**src/rtl/apb_timer.sv**
```systemverilog
// apb_timer: zero-wait-state APB timer with a 16-bit prescaler, 32-bit auto-reload down-counter,
// one-shot mode, sticky underflow flag with maskable level IRQ, and a registered toggle output.
module apb_timer (
    input  logic        hclk,
    input  logic        hreset_n,
    input  logic        psel_i,
    input  logic        penable_i,
    input  logic        pwrite_i,
    input  logic [31:0] paddr_i,
    input  logic [31:0] pwdata_i,
    output logic [31:0] prdata_o,
    output logic        irq_o,
    output logic        tout_o
);
    localparam logic [2:0] A_CTRL   = 3'd0;
    localparam logic [2:0] A_PSC    = 3'd1;
    localparam logic [2:0] A_LOAD   = 3'd2;
    localparam logic [2:0] A_COUNT  = 3'd3;
    localparam logic [2:0] A_STATUS = 3'd4;

    logic        r_en;
    logic        r_oneshot;
    logic        r_irq_en;
    logic        r_tout_en;
    logic        r_if;
    logic        r_tout;
    logic [15:0] r_psc;
    logic [15:0] r_pcnt;
    logic [31:0] r_load;
    logic [31:0] r_count;

    logic        w_wr;
    logic [2:0]  w_addr;
    logic        w_tick;
    logic        w_unf;
    logic        w_unused;

    assign w_wr     = psel_i & penable_i & pwrite_i;
    assign w_addr   = paddr_i[4:2];
    assign w_tick   = r_en & (r_pcnt == r_psc);
    assign w_unf    = w_tick & (r_count == 32'd0);
    assign w_unused = ^{paddr_i[31:5], paddr_i[1:0]};

    // pcnt sits at 0 whenever EN is low, so the EN-setting write always starts a fresh prescale.
    always_ff @(posedge hclk or negedge hreset_n) begin
        if (!hreset_n) begin
            r_pcnt <= 16'd0;
        end else if (!r_en || w_tick) begin
            r_pcnt <= 16'd0;
        end else begin
            r_pcnt <= r_pcnt + 16'd1;
        end
    end

    always_ff @(posedge hclk or negedge hreset_n) begin
        if (!hreset_n) begin
            r_en      <= 1'b0;
            r_oneshot <= 1'b0;
            r_irq_en  <= 1'b0;
            r_tout_en <= 1'b0;
            r_if      <= 1'b0;
            r_tout    <= 1'b0;
            r_psc     <= 16'd0;
            r_load    <= 32'd0;
            r_count   <= 32'd0;
        end else begin
            // Underflow set has priority over a same-cycle W1C.
            if (w_unf) begin
                r_if <= 1'b1;
                if (r_tout_en) begin
                    r_tout <= ~r_tout;
                end
            end else if (w_wr && (w_addr == A_STATUS) && pwdata_i[0]) begin
                r_if <= 1'b0;
            end

            if (w_wr && (w_addr == A_CTRL)) begin
                r_en      <= pwdata_i[0];
                r_oneshot <= pwdata_i[1];
                r_irq_en  <= pwdata_i[2];
                r_tout_en <= pwdata_i[3];
            end else if (w_unf && r_oneshot) begin
                r_en <= 1'b0;
            end

            if (w_wr && (w_addr == A_PSC)) begin
                r_psc <= pwdata_i[15:0];
            end

            if (w_wr && (w_addr == A_LOAD)) begin
                r_load <= pwdata_i;
            end

            // A direct COUNT write swallows a coincident tick.
            if (w_wr && (w_addr == A_COUNT)) begin
                r_count <= pwdata_i;
            end else if (w_tick) begin
                if (r_count != 32'd0) begin
                    r_count <= r_count - 32'd1;
                end else if (!r_oneshot) begin
                    r_count <= r_load;
                end
            end
        end
    end

    always_comb begin
        prdata_o = 32'd0;
        if (psel_i && !pwrite_i) begin
            case (w_addr)
                A_CTRL:   prdata_o = {28'd0, r_tout_en, r_irq_en, r_oneshot, r_en};
                A_PSC:    prdata_o = {16'd0, r_psc};
                A_LOAD:   prdata_o = r_load;
                A_COUNT:  prdata_o = r_count;
                A_STATUS: prdata_o = {31'd0, r_if};
                default:  prdata_o = 32'd0;
            endcase
        end
    end

    assign irq_o  = r_if & r_irq_en;
    assign tout_o = r_tout;

endmodule

```
**config.mk**
```make
export PLATFORM = sky130hd
export DESIGN_NAME = apb_timer
export DESIGN_NICKNAME = d
export VERILOG_FILES = /design/src/rtl/apb_timer.sv
export SDC_FILE = /design/constraint.sdc
export NUM_CORES = 1
export LEC_CHECK = 0
export CORE_MARGIN = 8
export CORE_UTILIZATION = 45
export DETAILED_ROUTE_END_ITERATION = 16
export GPL_TIMING_DRIVEN = 0
export PLACE_DENSITY_LB_ADDON = 0.25
export SETUP_SLACK_MARGIN = 0.05
export SYNTH_ARGS = -nofsm -noshare
export SYNTH_HDL_FRONTEND = slang
export SYNTH_SLANG_ARGS = --single-unit
export TNS_END_PERCENT = 1
```
**constraint.sdc**
```tcl
create_clock -name hclk -period 5.19 [get_ports hclk]
set_clock_uncertainty 0.1 [all_clocks]
set_input_delay 1.038 -clock hclk [delete_from_list [all_inputs] [get_ports hclk]]
set_output_delay 1.038 -clock hclk [all_outputs]
set_load 0.02 [all_outputs]
```
# Yosys cells after proc, flatten, opt, wreduce, memory -nomap -nowiden
# Cells that the tools add are included.
word_totals:
  ff_bits: 102
  out_inout_bits: 34
  elab_cells: 54
classes:
  reduce_logical: 19
  eq_ne: 6
  n_addsub: 2
  n_bitwise: 6
  muxes: 11
ops:
  columns: ["operator", "n"]
  rows:
  - ["$mux W32", 5]
  - ["$pmux W32 S5", 1]
  - ["$logic_not A32 Y1", 1]
  - ["$reduce_bool A32 Y1", 1]
  - ["$sub A32 B1 Y32 const B", 1]
  - ["$add A16 B1 Y16 const B", 1]
  - ["$eq A16 B16 Y1", 1]
  - ["$mux W16", 1]
  - ["$logic_and A1 B1 Y1", 8]
  - ["$eq A3 B2 Y1 const B", 2]
  - ["$reduce_bool A2 Y1", 3]
  - ["$and A1 B1 Y1", 5]
  - ["$mux W1", 4]
  - ["$reduce_and A2 Y1", 2]
  - ["$eq A3 B1 Y1 const B", 1]
  - ["$eq A3 B3 Y1 const B", 1]
  - ["$logic_not A3 Y1", 1]
  - ["$ne A3 B1 Y1 const B", 1]
  - ["$logic_not A1 Y1", 2]
  - ["$logic_or A1 B1 Y1", 1]
  - ["$not A1 Y1", 1]

# Depth between registers and ports, before layout
logic_depth:
  depth_word: 6
  depth_mapped: 9

# Least setup slack after synthesis
# OpenSTA, ideal clock, no wires.
synth_path:
  kind: "input port to output port"
  from: "in paddr_i[2]"
  to: "out prdata_o[10]"
  setup_slack_ns: 1.712
  path_stages: 5
  required_time_ns: 4.052
  arrival_time_ns: 2.340
  path_cell_list: "clkbuf_1 buf_1 mux2_2 a22oi_1 nor2_1"
synth_via:
  elab_chain_len: 3
synth_rtl:
  columns: ["element", "line", "text"]
  rows:
  - ["start, declared", "9", "input logic [31:0] paddr_i,"]
  - ["$eq A3 B3 Y1, or another cell as far along", "110", "case (w_addr)"]
  - ["$pmux W32 S5 *", "110", null]
  - ["$mux W32 *", "109", "if (psel_i && !pwrite_i) begin"]
  - ["end, declared", "11", "output logic [31:0] prdata_o,"]
# Every way passes the cells marked *; elsewhere a longest branch is shown, timed or not.

# Worst setup path in the final report
layout_path:
  from: "in paddr_i[2]"
  to: "out prdata_o[9]"
# The elaborated chain is that of the path after synthesis.

==> flow_metrics.env <==
export IMPL_status="complete, no violations"
export IMPL_antenna_left=0
export IMPL_std_cell_rows=42
export IMPL_synth_flop_cell="dfrtp_1"
export IMPL_antenna_found_initial=0
export IMPL_diodes=0
export IMPL_crit_path_cell_trace="clkdlybuf4s50_1 > clkbuf_2 > buf_1 > mux2_2 > a22oi_1 > nor2_1 > clkdlybuf4s50_1"
export IMPL_final_cell_mix="102 x dfrtp_1, 77 x nor2_1, 72 x clkdlybuf4s50_1, 64 x mux2_2, 46 x nand2_1"
export IMPL_routedWlPerCell_um=20.35
export IMPL_min_from="tout_o$_DFFE_PN0P_"
export IMPL_crit_type="in -> out"
export IMPL_cts_tree="built"
export IMPL_cp_data_required_time_ns=4.05
export IMPL_fmax_ghz=0.2031
export IMPL_rsz0062_at_grt="no"
export IMPL_areaGrowthSynthToFinish_pct=21.05
export IMPL_grt_total_usage=0.2121
export IMPL_ff2ff_setup_slack_ns=2.10
export IMPL_cts_hold_buf=0
export IMPL_path_common_cell="clkdlybuf4s50_1"
export IMPL_seq_area_um2=2552
export IMPL_numClockSinks=102
export IMPL_cts_buffers=9
export IMPL_holdPathStages=1
export IMPL_ctsResizeCount=1
export IMPL_drtIter0Drc=497
export IMPL_pre_cts_ws_ns=0.03252
export IMPL_drive_gt1_frac=0.1509
export IMPL_p_leak_nw=2.933
export IMPL_cp_depth=7
export IMPL_ys_warn_count=0
export IMPL_fin_ws_ns=0.2665
export IMPL_fin_hold_ws_ns=0.3760
export IMPL_drt_pass1_iter_count=6
export IMPL_gp_congestion=0.9206
export IMPL_reg2reg_depth=8
export IMPL_synthCells=639
export IMPL_worstMarginPinSlew_ns=1.069
export IMPL_post_route_period_util=0.9487
export IMPL_cts_reportedPaths_clkPinSlew_ns=0.06
export IMPL_dr_total_vias=5366
export IMPL_ys_async_sr_fraction=1.000
export IMPL_drv_cap=0
export IMPL_setup_viol_count_final=0
export IMPL_endpoint_kind="output pin"
export IMPL_start_kind="input port"
export IMPL_fp_dieH_um=132.5
export IMPL_grt_pass1_wl_mm=29.81
export IMPL_yosysSeqAreaShare=0.4177
export IMPL_slowest_stage="clkdlybuf4s50_1"
export IMPL_start_util=0.4615
export IMPL_synth_area_leader_cell="dfrtp_1"
export IMPL_routed_wl_mm=18.42
export IMPL_worst_path_buf_inv=4
export IMPL_mostFrequentLayoutCell="dfrtp_1"
export IMPL_ir_drop_v=0.0002115
export IMPL_slew_viol_final=0
export IMPL_critPathTopFamily="buffers and inverters"
export IMPL_r2r_end="r_count[19]$_DFFE_PN0P_"
export IMPL_via_per_inst=5.929
export IMPL_synth_enable_flop_cells=0
export IMPL_ys_top_cells_by_area="dfrtp_1 42%, mux2_2 12%, nor2_1 4.7%"
export IMPL_r2r_start="r_count[27]$_DFFE_PN0P_"
export IMPL_synth_avg_cell_area_um2=9.563
export IMPL_cts_htree_levels=3
export IMPL_nets=796
export IMPL_holdCritPathClass="reg -> reg"
export IMPL_nFillCells=1208
export IMPL_grt_pass1_vias=5365
export IMPL_io_pins=103
export IMPL_cts_root_buffer="clkbuf_16"
export IMPL_portBuffers=73
export IMPL_hold_viol=0
export IMPL_drc_errors=0
export IMPL_crit_path_max_fanout=10
export IMPL_slew_headroom=0.2816
export IMPL_die_w_um=132.5
export IMPL_clockBufferDepth=2
export IMPL_synthesis_area_um2=6111
export IMPL_clk_latency_ns=0.36
export IMPL_hpwl_mm=13.55
export IMPL_postCtsSetupBuffers=0
export IMPL_synth_top_area_frac=0.4177
export IMPL_syn_num_nets=711
export IMPL_worstPathArrival_ns=3.79
export IMPL_min_to="tout_o$_DFFE_PN0P_"
export IMPL_grt_max_degree=67
export IMPL_ys_ff_latch=102
export IMPL_grt_overflow=0
export IMPL_coreArea_um2=13240
export IMPL_cellPowerDensity_nw_per_um2=329.2
export IMPL_min_period_ns=4.924
export IMPL_dieArea_um2=17560
export IMPL_synth_cell_type_count=66
export IMPL_cpPeakStageDelay_ns=0.60
export IMPL_multi_input_area_um2=3326
[cell usage after synthesis, types with 3 or more instances]
cell type / n
dfrtp_1: 102
inv_1: 14
a21oi_1: 36
mux4_2: 3
ha_1: 3
a21o_1: 3
and4_1: 6
mux2_2: 64
nand2b_1: 3
o31ai_1: 6
nand3_1: 13
a2bb2oi_1: 10
a22oi_1: 30
a211o_1: 4
and3_1: 5
nand4_1: 9
or4_1: 3
nor2_1: 77
nor4_1: 5
nor2b_1: 4
buf_1: 4
nand2_1: 46
xor2_1: 11
mux2i_1: 5
o21ai_1: 22
or2_2: 4
a211oi_1: 4
xnor2_1: 24
or3_1: 6
clkbuf_1: 25
o21ai_0: 28
buf_6: 3
buf_2: 6
nor3_1: 9
and2_1: 4
[per-stage QoR]
step                total power [mW]  std cells  TNS (ns)  area (µm²)  utilization
floorplan                      1.506        639         0        6111            -
global placement               1.696        888    -99.09        7062       0.5333
detailed placement             1.727        889         0        7087       0.5351
CTS                            2.443        905         0        7397       0.5586
global route                   2.563        905         0        7397       0.5586
finish                         2.435        905         0        7397       0.5586
[how the worst max path moves through the flow]
stage,start,end,slack (ns)
finish,paddr_i[2],prdata_o[9],0.27
floorplan,paddr_i[2],prdata_o[10],1.71
global placement,hreset_n,r_psc[0]$_DFFE_PN0P_,-0.98
global route,paddr_i[2],prdata_o[8],0.07
detailed placement,paddr_i[2],prdata_o[24],0.03
CTS,paddr_i[2],prdata_o[9],0.26
[routing by layer]
| metal | GRT usage | part of all wire |
|---|---|---|
| met1 | 0.2804 | 0.45 |
| met2 | 0.3320 | 0.46 |
| met3 | 0.05942 | 0.068 |
| met4 | 0.05931 | 0.015 |
| met5 | 0 | 0 |
[power breakdown]
group | switching (mW) | internal [mW]
combinational | 0.277 | 0.298
sequential | 0.195 | 0.951
clock | 0.321 | 0.394
total | 0.793 | 1.64
[sequential cells by signal, summed over array words and instances (netlist names)]
register / cells
r_count: 32
r_load: 32
r_pcnt: 16
r_psc: 16
r_en: 1
r_if: 1
r_irq_en: 1
r_oneshot: 1
r_tout_en: 1
tout_o: 1
[area by class of cell]
cell class / instances / share of cell area
Multi-Input combinational cell: 484 / 0.4496
Sequential cell: 102 / 0.3451
Timing Repair Buffer: 74 / 0.1022
Clock buffer: 11 / 0.03281
Tap cell: 176 / 0.02977
Buffer: 39 / 0.02453
Clock inverter: 5 / 0.008965
Inverter: 14 / 0.007104
[logic make-up after synthesis]
| kind of cell | Yosys count | share of synthesized area |
|---|---|---|
| flip-flops | 102 | 0.4177 |
| AND/OR/NAND/NOR | 207 | 0.1710 |
| adder cells (fa/ha/maj) | 3 | 0.006143 |
| AO/OA/AOI/OAI | 167 | 0.1798 |
| multiplexers | 72 | 0.1372 |
| buffers and inverters | 53 | 0.03808 |
| XOR/XNOR | 35 | 0.05016 |
Power figures use the tool's default switching activity.
